<file path="config.mk">
export PLATFORM = sky130hd
export DESIGN_NAME = mult_div_unit
export DESIGN_NICKNAME = d
export VERILOG_FILES = /design/src/rtl/mult_div_pkg.sv /design/src/rtl/div_step.sv /design/src/rtl/mult_div_unit.sv
export SDC_FILE = /design/constraint.sdc
export NUM_CORES = 1
export LEC_CHECK = 0
export ABC_AREA = 1
export CORE_UTILIZATION = 40
export DETAILED_ROUTE_END_ITERATION = 6
export HOLD_SLACK_MARGIN = 0.15
export PLACE_DENSITY = 0.7
export REMOVE_ABC_BUFFERS = 1
export SYNTH_ARGS = -nofsm -noshare
export SYNTH_HDL_FRONTEND = slang
export SYNTH_SLANG_ARGS = --single-unit
</file>
<file path="constraint.sdc">
create_clock -name clock -period 3.2 [get_ports clock]
set_clock_uncertainty 0.2 [all_clocks]
set_input_delay 0.64 -clock clock [delete_from_list [all_inputs] [get_ports clock]]
set_output_delay 0.64 -clock clock [all_outputs]
set_load 0.02 [all_outputs]
</file>
<file path="src/rtl/mult_div_pkg.sv">
`default_nettype none
// ============================================================================
// Module   : mult_div_pkg
// Brief    : Shared constants for the iterative multiply/divide unit.
// Revision : 1.0 - initial release
// ============================================================================
package mult_div_pkg;

    localparam logic OP_MULTU = 1'b0;
    localparam logic OP_DIVU  = 1'b1;

    localparam int MD_WIDTH     = 32;
    localparam int MD_CNT_WIDTH = $clog2(MD_WIDTH);

    typedef logic [1:0] md_state_t;

    localparam md_state_t ST_IDLE = 2'd0;
    localparam md_state_t ST_RUN  = 2'd1;
    localparam md_state_t ST_DONE = 2'd2;

endpackage
`default_nettype wire

</file>
<file path="src/rtl/div_step.sv">
`default_nettype none
// ============================================================================
// Module   : div_step
// Brief    : One combinational restoring-division step on {rem, quo}.
// Revision : 1.0 - initial release
// ============================================================================
module div_step #(
    parameter int WIDTH = 32
) (
    input  logic [WIDTH-1:0] i_rem,
    input  logic [WIDTH-1:0] i_quo,
    input  logic [WIDTH-1:0] i_divisor,
    output logic [WIDTH-1:0] o_rem,
    output logic [WIDTH-1:0] o_quo
);

    logic [WIDTH:0] w_shift;
    logic [WIDTH:0] w_diff;
    logic           w_neg;

    assign w_shift = {i_rem, i_quo[WIDTH-1]};
    assign w_diff  = w_shift - {1'b0, i_divisor};
    // Since rem < divisor, shift < 2*divisor: a wrapped (negative) difference
    // always lands at or above 2^WIDTH, so the top bit is the borrow.
    assign w_neg   = w_diff[WIDTH];

    assign o_rem = w_neg ? w_shift[WIDTH-1:0] : w_diff[WIDTH-1:0];
    assign o_quo = {i_quo[WIDTH-2:0], ~w_neg};

endmodule
`default_nettype wire

</file>
<file path="src/rtl/mult_div_unit.sv">
`default_nettype none
// ============================================================================
// Module   : mult_div_unit
// Brief    : Iterative unsigned MULTU / DIVU with start/busy/done handshake.
// Revision : 1.0 - initial release
// ============================================================================
module mult_div_unit
    import mult_div_pkg::*;
#(
    parameter int WIDTH = MD_WIDTH
) (
    input  logic             clock,
    input  logic             reset,
    input  logic             start,
    input  logic             op,
    input  logic [WIDTH-1:0] operand1,
    input  logic [WIDTH-1:0] operand2,
    output logic             busy,
    output logic             done,
    output logic [WIDTH-1:0] hi,
    output logic [WIDTH-1:0] lo,
    output logic             div_by_zero
);

    localparam int                 c_cnt_w = $clog2(WIDTH);
    localparam logic [c_cnt_w-1:0] c_last  = c_cnt_w'(WIDTH - 1);

    md_state_t            r_state;
    logic                 r_op;
    logic [c_cnt_w-1:0]   r_cnt;
    logic [WIDTH-1:0]     r_opnd;
    logic [2*WIDTH-1:0]   r_acc;
    logic [WIDTH-1:0]     r_hi;
    logic [WIDTH-1:0]     r_lo;
    logic                 r_dbz;

    logic [WIDTH:0]       w_sum;
    logic [2*WIDTH-1:0]   w_mul_next;
    logic [WIDTH-1:0]     w_rem;
    logic [WIDTH-1:0]     w_quo;
    logic [2*WIDTH-1:0]   w_acc_next;

    // r_acc holds {partial product, multiplier} for MULTU and
    // {remainder, quotient} for DIVU; r_opnd is multiplicand or divisor.
    assign w_sum      = {1'b0, r_acc[2*WIDTH-1:WIDTH]} + {1'b0, r_opnd};
    assign w_mul_next = r_acc[0] ? {w_sum, r_acc[WIDTH-1:1]}
                                 : {1'b0, r_acc[2*WIDTH-1:1]};

    div_step #(
        .WIDTH     (WIDTH)
    ) u_div_step (
        .i_rem     (r_acc[2*WIDTH-1:WIDTH]),
        .i_quo     (r_acc[WIDTH-1:0]),
        .i_divisor (r_opnd),
        .o_rem     (w_rem),
        .o_quo     (w_quo)
    );

    assign w_acc_next = (r_op == OP_MULTU) ? w_mul_next : {w_rem, w_quo};

    always_ff @(posedge clock) begin
        if (reset) begin
            r_state <= ST_IDLE;
            r_op    <= 1'b0;
            r_cnt   <= '0;
            r_opnd  <= '0;
            r_acc   <= '0;
            r_hi    <= '0;
            r_lo    <= '0;
            r_dbz   <= 1'b0;
        end else begin
            case (r_state)
                ST_IDLE: begin
                    if (start) begin
                        r_op   <= op;
                        r_cnt  <= '0;
                        r_dbz  <= 1'b0;
                        r_opnd <= (op == OP_MULTU) ? operand1 : operand2;
                        r_acc  <= {{WIDTH{1'b0}},
                                   (op == OP_MULTU) ? operand2 : operand1};
                        if (op == OP_DIVU && operand2 == '0) begin
                            r_hi    <= operand1;
                            r_lo    <= '1;
                            r_dbz   <= 1'b1;
                            r_state <= ST_DONE;
                        end else begin
                            r_state <= ST_RUN;
                        end
                    end
                end
                ST_RUN: begin
                    r_acc <= w_acc_next;
                    r_cnt <= r_cnt + 1'b1;
                    if (r_cnt == c_last) begin
                        r_hi    <= w_acc_next[2*WIDTH-1:WIDTH];
                        r_lo    <= w_acc_next[WIDTH-1:0];
                        r_state <= ST_DONE;
                    end
                end
                ST_DONE: r_state <= ST_IDLE;
                default: r_state <= ST_IDLE;
            endcase
        end
    end

    assign busy        = (r_state != ST_IDLE);
    assign done        = (r_state == ST_DONE);
    assign hi          = r_hi;
    assign lo          = r_lo;
    assign div_by_zero = r_dbz;

endmodule
`default_nettype wire

</file>
; ---- Word level (Yosys, flattened, before mapping)
; Cells that the tools add are included.
[classes]
addsub = 3
n_eq_ne = 6
mux = 22
bitwise = 1
n_reduce_logical = 9
[op_table]
columns = op, count
row1 = 32-bit two-way mux, 9
row2 = 64-bit two-way mux, 3
row3 = 32-bit case mux with 2 select lines, 2
row4 = 64-bit case mux with 2 select lines, 1
row5 = 32-bit by 32-bit adder with 33-bit output, 1
row6 = 33-bit by 32-bit subtractor with 33-bit output, 1
row7 = 32-bit zero test, 1
row8 = 5-bit case mux with 2 select lines, 1
row9 = 2-bit two-way mux, 3
row10 = 2-bit inequality test (second input constant), 3
row11 = 2-bit AND reduction, 3
row12 = 5-bit by 1-bit adder with 5-bit output (second input constant), 1
row13 = 5-bit equality test (second input constant), 1
row14 = 5-bit two-way mux, 1
row15 = 2-bit case mux with 2 select lines, 1
row16 = 4-bit AND reduction, 1
row17 = 2-bit nonzero test, 2
row18 = 2-bit by 1-bit equality test with 1-bit output (second input constant), 1
row19 = 2-bit equality test (second input constant), 1
row20 = 2-bit zero test, 1
row21 = 1-bit logical AND, 1
row22 = 1-bit two-way mux, 1
row23 = 1-bit inverter, 1
[totals]
reg_bits = 169
in_bits = 68
output_inout_bits = 67
wordCells = 49

; ---- Logic depth before layout (Yosys ltp)
; Gate-level depths: netlist of run 1.
[depth]
ltp_word = 5
mapped_depth = 21
depth_no_buf = 20

; ---- Hierarchy
; A second synthesis of run 1 with hierarchy kept.
[unflattened]
hier_cells = 2441
area_unflattened_um2 = 13935.9
[modules_own_cells]
columns = module, instances, cells_per_inst, area_each_um2, seq_area_each_um2
row1 = mult_div_unit, 1, 1730, 10552.6, 3383.2
row2 = div_step, 1, 711, 3383.2, 0.0

; ---- Worst setup path before layout of run 1
; Ideal clock, no wire load.
[synth_timing]
kind = register to register
startpoint = register r_acc[31]
endpoint = register r_acc[33]
setup_time_ns = 0.132
arrival_ns = 2.042
required_time_ns = 2.868
path_slack_ns = 0.825
stages_incl_launch_ff = 20
path_buffers = 1
synth_period_minus_slack_ns = 2.375
path_cell_list = dfxtp_1 > inv_1 > ha_1 > inv_1 > fa_1 > nand2_1 > nand2_1 > nand3_2 > nand2_2 > nand2_2 > nand2_2 > nand2_2 > nand3_1 > nand2_4 > buf_8 > nand2_1 > nand3_1 > nand2_1 > nand2_1 > a21oi_1
[synth_via]
elab_chain_len = 4
[synth_rtl]
columns = element, line_no
row1 = from (decl), mult_div_unit.sv:32  ; logic [2*WIDTH-1:0] r_acc;
row2 = from (signal assigned), mult_div_unit.sv:79  ; r_acc <= {{WIDTH{1'b0}},
row3 = from (signal assigned), mult_div_unit.sv:92  ; r_acc <= w_acc_next;
row4 = 33-bit by 32-bit subtractor with 33-bit output, div_step.sv:22  ; assign w_diff = w_shift - {1'b0, i_divisor};
row5 = 32-bit two-way mux, div_step.sv:27  ; assign o_rem = w_neg ? w_shift[WIDTH-1:0] : w_diff[WIDTH-1:0];
row6 = 64-bit two-way mux, mult_div_unit.sv:59  ; assign w_acc_next = (r_op == OP_MULTU) ? w_mul_next : {w_rem, w_quo};
row7 = 64-bit case mux with 2 select lines, mult_div_unit.sv:72  ; case (r_state)
; No other way between the ends.
; A chain may end at the register's enable or synchronous reset.

; ---- Worst setup path after layout of run 1
[layout_timing]
startpoint = register r_opnd[21]
endpoint = register r_acc[32]
[layout_via]
elab_chain_len = 4
[layout_rtl]
columns = element, line_no
row1 = from (decl), mult_div_unit.sv:31  ; logic [WIDTH-1:0] r_opnd;
row2 = from (signal assigned), mult_div_unit.sv:78  ; r_opnd <= (op == OP_MULTU) ? operand1 : operand2;
row3 = 33-bit by 32-bit subtractor with 33-bit output, div_step.sv:22
row4 = 32-bit two-way mux, div_step.sv:27
row5 = 64-bit two-way mux, mult_div_unit.sv:59
row6 = 64-bit case mux with 2 select lines, mult_div_unit.sv:72
; No other way between the ends.

==> flow_summary_export.csv, run 1 <==
group,metric,value,unit
run_status,status,"finished, final reports clean",
clocking,cts_sinks,169,
grt,grt_pass1_vias,13900,
logic_synthesis,yosys_warnings,0,
pwr,ir_drop,0.000450,V
clocking,cts_buffers,17,
critical_path,cp_max_fo,9,
pwr,power.leakage,7.31,nW
floorplanning,initial_core_util,40.9,%
floorplanning,fp.dieH,182,um
route,wl_per_cell,16.9,um
clocking,clockBufferDepth,2,
route,drc,0,
floorplanning,io_pins,135,
sta,rsz0062_at_grt,"false",
clocking,post_cts_resized,0,
sta,period_share,91.8,%
pwr,p_per_area,471,nW/um^2
worst_hold_path,hp-class,"flip-flop to flip-flop",
logic_synthesis,synth-main-ff-cell,"dfxtp_1",
pwr,power_frac_comb,35.1,%
logic_synthesis,async_flop_share,0,%
pwr,seq_power_share,33.5,%
logic_synthesis,syn-cell-area,12900,sq um
critical_path,cp_cell_sequence,"inv_1 > ha_1 > nand2_1 > nand2_1 > nand2_1 > nand2_1 > inv_1 > nand2_1 > a21oi_2 > nand3_1 > nand2_2 > buf_4 > nand2_1 > nand3_1 > nand2_1 > nand2_1 > a21oi_1",
critical_path,worstRegToRegCells,17,
critical_path,critPathKind,"flip-flop to flip-flop",
critical_path,cp.required,3300,ps
critical_path,worstReg2RegEnd,"r_acc[32]$_SDFFE_PP0P_",
sta,maxSlewHeadroom,43.0,%
placement,hpwl,35500,um
cells_and_area,num-fill-cells,3249,
sta,finalSetupViolCount,0,
cells_and_area,drive_above_1_share,5.79,%
logic_synthesis,postSynthCellCount,2228,
logic_synthesis,synth-edff-count,0,
sta,fmax,341,MHz
route,drtIter0Drc,1400,
worst_hold_path,hold_depth,2,
cells_and_area,antenna_cells,0,
clocking,cts_hold_buf,0,
clocking,postCtsSetupRepairBufs,0,
sta,final_hold_viol_count,0,
placement,routabilityCongestion,1.03,
critical_path,slowest_delay,450,ps
run,maxCapViolations,0,
critical_path,arrival,3030,ps
route,firstDrtPassIters,5,
cells_and_area,nets,2471,
pwr,swShare,38.3,%
route,ant_nets,0,
route,via_per_inst,5.43,
grt,grt_max_degree,86,
cells_and_area,register_area,3380,sq um
route,totalWireLength,46400,um
clocking,cts_tree,"yes",
critical_path,crit_slowest_cell,"dfxtp_1",
worst_hold_path,worstHoldEndpoint,"r_cnt[4]$_SDFFE_PP0P_",
grt,grt_pass1_wl,74000,um
floorplanning,die_w,182,um
pwr,power.switching,2.79,mW
sta,worst_slew_pin_slew,856,ps
critical_path,regToRegSetupSlack,260,ps
critical_path,crit_top_cell,"nand2_1",
critical_path,reg2reg_from,"r_opnd[21]$_SDFFE_PP0P_",
pwr,power_frac_clock,31.4,%
cells_and_area,multi_input_area,8080,sq um
pwr,internal-power,4.50,mW
logic_synthesis,ys_ff_latch,169,
critical_path,cp-start-kind,"flip-flop",
cells_and_area,synthToLayoutAreaGrowth,19.8,%
route,num_vias,14900,
logic_synthesis,ys_seq_area_share,26.2,%
floorplanning,dieArea,33000,sq um
clocking,clock_latency,440,ps
grt,gr-usage-all-layers,28.2,%
grt,antenna_found_initial,0,
critical_path,worst_setup_path_end_kind,"flip-flop",
clocking,htreeDepth,4,
floorplanning,row_count,65,
sta,fin_setup_tns,0,ps
floorplanning,core,31600,sq um
clocking,clk_pin_slew_worst_paths,70,ps
sta,period_needed,2940,ps
logic_synthesis,synth_area_per_cell,5.80,sq um
logic_synthesis,synth_cell_types,41,
pwr,finalPower,7.29,mW
clocking,cts_root_buffer,"clkbuf_16",
grt,grt-ovfl-total,0,
worst_hold_path,hold_start,"r_cnt[4]$_SDFFE_PP0P_",
placement,port-buffer-count,134,
sta,drv_slew,0,
==> layout by cell type, fill, tap and decap left out, drive strengths merged, types with 3 or more instances in the layout <==
cell type      synthesis  final
nand2                720    720
inv                  276    282
a21oi                248    248
nor2                 203    203
o21ai                192    192
dfxtp                169    169
nand3                148    148
clkdlybuf4s50          0    133
ha                    66     66
buf                   24     55
a31oi                 21     21
xor2                  20     20
clkbuf                76     18
nor3                  14     14
or2                   10     10
nand4                  9      9
nor4                   8      8
and2                   5      5
bufinv                 0      4
clkinvlp               0      4
o211ai                 3      3
nand3b                 3      3
==> worst max-delay path by stage <==
stage	start	to	slack (ps)	cells past startpoint
after floorplan	start	r_cnt[3]$_SDFFE_PP0P_	-1380	7
after global placement	operand2[6]	lo[0]$_SDFFE_PP0P_	150	13
after detailed placement	operand2[6]	hi[31]$_SDFFE_PP0P_	130	11
after CTS	r_opnd[21]$_SDFFE_PP0P_	r_acc[32]$_SDFFE_PP0P_	320	17
after global routing	r_opnd[0]$_SDFFE_PP0P_	r_acc[58]$_SDFFE_PP0P_	60	19
final	r_opnd[21]$_SDFFE_PP0P_	r_acc[32]$_SDFFE_PP0P_	260	17
==> synth_stat cells (all sizes together), types with 10 or more instances <==
cell    count  share of area (%)
xor2       20                1.4
o21ai     192                7.4
nand3     148                5.8
dfxtp     169                 26
buf        24                1.2
ha         66                6.4
nor2      203                6.0
a21oi     248                9.7
a31oi      21                1.0
clkbuf     76                2.2
or2        10               0.48
nor3       14               0.63
nand2     720                 21
inv       276                8.0
==> area by class of cell <==
| cell class | count | area share, % |
|---|---|---|
| repair buffers | 188 | 11.8 |
| clock inverters | 14 | 1.36 |
| inverters | 277 | 6.72 |
| multi-input cells | 1682 | 52.2 |
| well taps | 402 | 3.25 |
| flip-flops and latches | 169 | 21.9 |
| clock buffers | 18 | 2.77 |
==> critical path, delay by kind of cell, from the launching register on <==
| family | cells | cell delay [ps] |
|---|---|---|
| and+or+nand+nor | 11 | 1080 |
| DFF | 1 | 450 |
| adders and majority gates | 1 | 370 |
| buffers and inverters | 3 | 350 |
| AOI/OAI and AO/OA | 2 | 320 |
==> stage by stage <==
stage	hold slack, ps	cells	cell area, sq um	util, %	setup slack, ps
6_report	273	2750	15500	48.9	264
5_1_grt	305	2750	15500	48.9	59.3
4_1_cts	276	2750	15500	48.9	323
3_5_place_dp	266	2718	14800	46.9	135
3_3_place_gp	254	2718	14800	46.9	153
2_1_floorplan	239	2128	12500	-	-1380
==> logic make-up (layout without fill, tap and decap cells) <==
logic type / Yosys count / after routing / share of synthesized area, %
DFF: 169 / 169 / 26.2
and+or+nand+nor: 1122 / 1122 / 35.5
xor gates and xnor gates: 21 / 21 / 1.42
buffers and inverters: 377 / 497 / 11.4
adders and majority gates: 68 / 68 / 6.70
AOI/OAI and AO/OA: 469 / 469 / 18.6
muxes: 2 / 2 / 0.155
==> power by group through the flow <==
| stage | Combinational, mW | Sequential [mW] | Clock [mW] |
|---|---|---|---|
| after floorplan | 1.50 | 2.50 | 0 |
| after global placement | 2.47 | 2.48 | 0 |
| after detailed placement | 2.50 | 2.48 | 0 |
| after CTS | 2.52 | 2.43 | 2.31 |
| after global routing | 2.84 | 2.45 | 2.38 |
| final | 2.56 | 2.44 | 2.29 |
==> registers in the layout (all words and copies together) (netlist names) <==
| signal | cells |
|---|---|
| r_state | 2 |
| div_by_zero | 1 |
| r_opnd | 32 |
| lo | 32 |
| hi | 32 |
| r_acc | 64 |
| r_cnt | 5 |
| r_op | 1 |
==> routing by layer <==
metal | vias up | GRT usage (%) | part of all wire (%)
li1 | 7367 | - | -
met1 | 6804 | 40.0 | 46
met2 | 690 | 43.4 | 43
met3 | 74 | 3.57 | 8.0
met4 | 0 | 10.2 | 2.9
met5 | - | 0 | 0
No activity file was read; power rests on OpenSTA's default activity.
==> run 2, diff against run 1 <==
- CAP_MARGIN: unset -> 20
==> results of run 2 <==
No change in the layout: final DEF, timing and power equal those of run 1.
==> run 3, diff against run 2 <==
- CELL_PAD_IN_SITES_DETAIL_PLACEMENT: unset -> 1
- CELL_PAD_IN_SITES_GLOBAL_PLACEMENT: unset -> 1
- PLACE_DENSITY: 0.7 -> unset
- PLACE_DENSITY_LB_ADDON: unset -> 0.1
- TNS_END_PERCENT: unset -> 5
==> run 3 against run 2 <==
Register-to-register slack worse by 60 ps; hold slack improved by 5.2 ps; flip-flop and latch count unchanged; final area grew 0.26%; clock power is 9.2% lower; worst setup slack lost 57 ps; via count rose by 2.8%; clock-buffer cell count rose by 1; highest routed layer unchanged.
==> flow_summary_export.csv, run 3 (synthesized netlist as in run 1, its figures left out) <==
group,metric,value,unit
cells_and_area,final_cell_mix,"699 x nand2_1, 265 x inv_1, 244 x a21oi_1",
cells_and_area,design_area,15500,sq um
pwr,power.leakage,7.34,nW
placement,routabilityCongestion,1.02,
sta,drv_slew,0,
critical_path,slowest_delay,450,ps
floorplanning,dieArea,33000,sq um
route,ant_nets,0,
clocking,cts_root_buffer,"clkbuf_16",
clocking,cts_tree,"yes",
grt,grt_pass1_wl,85100,um
cells_and_area,largest_register,"r_acc",
clocking,postCtsSetupRepairBufs,0,
cells_and_area,layout_commonest_cell,"nand2_1",
clocking,clockBufferDepth,2,
route,firstDrtPassIters,5,
floorplanning,fp.dieH,182,um
critical_path,cp-start-kind,"flip-flop",
critical_path,arrival,3090,ps
clocking,clock_latency,450,ps
critical_path,cp_cell_sequence,"inv_1 > ha_1 > nand2_1 > nand2_1 > nand2_1 > nand2_1 > inv_1 > nand2_1 > a21oi_2 > nand3_1 > nand2_4 > buf_4 > nand2_1 > nand3_1 > nand2_1 > nand2_2 > a21oi_1",
cells_and_area,register_area,3380,sq um
clocking,clk_pin_slew_worst_paths,70,ps
route,totalWireLength,54000,um
cells_and_area,drive_above_1_share,6.44,%
critical_path,cp_max_fo,8,
critical_path,worst_setup_path_end_kind,"flip-flop",
worst_hold_path,hp-class,"flip-flop to flip-flop",
sta,finalSetupViolCount,0,
pwr,ir_drop,0.000320,V
cells_and_area,num-fill-cells,4447,
pwr,finalPower,7.22,mW
run,maxCapViolations,0,
run_status,status,"finished, final reports clean",
placement,place_area,14900,sq um
clocking,cts_buffers,17,
cells_and_area,nets,2485,
cells_and_area,antenna_cells,0,
critical_path,cp.required,3300,ps
grt,grt_pass1_vias,15500,
sta,maxSlewHeadroom,49.3,%
floorplanning,io_pins,135,
placement,port-buffer-count,134,
sta,fmax,334,MHz
floorplanning,core,31600,sq um
route,wl_per_cell,19.5,um
placement,hpwl,42000,um
cells_and_area,synthToLayoutAreaGrowth,20.1,%
clocking,cts_hold_buf,0,
critical_path,crit_top_cell,"nand2_1",
clocking,cts_sinks,169,
floorplanning,initial_core_util,40.9,%
grt,antenna_found_initial,0,
sta,rsz0062_at_grt,"true",
sta,period_share,93.5,%
route,drtIter0Drc,1146,
sta,worst_slew_pin_slew,761,ps
route,via_per_inst,5.55,
grt,grt-ovfl-total,0,
route,num_vias,15400,
critical_path,critPathKind,"flip-flop to flip-flop",
cells_and_area,multi_input_area,8100,sq um
route,drc,0,
floorplanning,die_w,182,um
clocking,htreeDepth,4,
critical_path,crit_slowest_cell,"dfxtp_1",
grt,grt_max_degree,65,
sta,final_hold_viol_count,0,
grt,gr-usage-all-layers,33.0,%
cells_and_area,largest_register_ffs,64,
pwr,p_per_area,465,nW/um^2
sta,period_needed,2990,ps
floorplanning,row_count,65,
-- run 3: changes by cell type in the layout (fill, tap and decap cells not counted) --
cell,before,now
a21oi_2,3,4
nand2_1,701,699
buf_4,47,61
inv_8,3,2
buf_12,7,6
nand2_4,1,2
bufinv_16,4,1
clkinvlp_4,4,3
a21oi_1,245,244
clkinv_4,0,4
nand2_2,18,19
buf_6,0,1
clkbuf_1,1,2
-- run 3: final timing paths --
check                           cells past startpoint                     from                     end  slack [ps]
worst max-delay path                               17  r_opnd[21]$_SDFFE_PP0P_  r_acc[56]$_SDFFE_PP0P_         210
worst min-delay path                                2    r_cnt[4]$_SDFFE_PP0P_   r_cnt[4]$_SDFFE_PP0P_         280
worst max register to register                     17  r_opnd[21]$_SDFFE_PP0P_  r_acc[56]$_SDFFE_PP0P_         210
worst min register to register                      2    r_cnt[4]$_SDFFE_PP0P_   r_cnt[4]$_SDFFE_PP0P_         280
-- run 3: worst max-delay path: cells and delay by family, from the launching register on --
kind / cells / cell delay, ps
AOI/OAI and AO/OA: 2 / 340
buffers and inverters: 3 / 350
adders and majority gates: 1 / 380
DFF: 1 / 450
and+or+nand+nor: 11 / 1130
-- run 3: timing repair --
item	4_1_cts	5_1_grt
resized for setup	0	5
endpoints found under the hold margin	0	0
endpoints found under the setup margin	0	16
-- run 3: metrics by stage --
stage          setup WS, ps  hold slack, ps  util (%)  instances  setup TNS [ps]
2_1_floorplan         -1380             239         -       2128         -110370
3_3_place_gp           38.5             252      47.2       2732               0
3_5_place_dp          -87.7             268      47.2       2732            -827
4_1_cts                 206             276      49.0       2764               0
5_1_grt               -3.07             300      49.0       2764           -3.07
6_report                207             278      49.0       2764               0
-- run 3: power by group --
| group | internal [mW] | switching [mW] |
|---|---|---|
| logic | 0.909 | 1.78 |
| registers | 2.27 | 0.170 |
| clock network | 1.10 | 0.984 |
-- run 3: per-layer routing --
layer  share of wire [%]  global-route usage [%]  vias up
met5                   0                       0        -
met1                  47                    46.7     7446
met2                  45                    53.0      457
met3                 6.3                    3.77       64
li1                    -                       -     7387
met4                 2.0                    8.54        0
-- run 3: final cells by class --
cell class | count | share of cell area [%]
clock buffer | 19 | 2.79
clock inverter | 13 | 0.879
inverter | 277 | 6.70
multi-input combinational | 1682 | 52.2
sequential | 169 | 21.8
tap | 402 | 3.24
timing repair buffer | 202 | 12.4
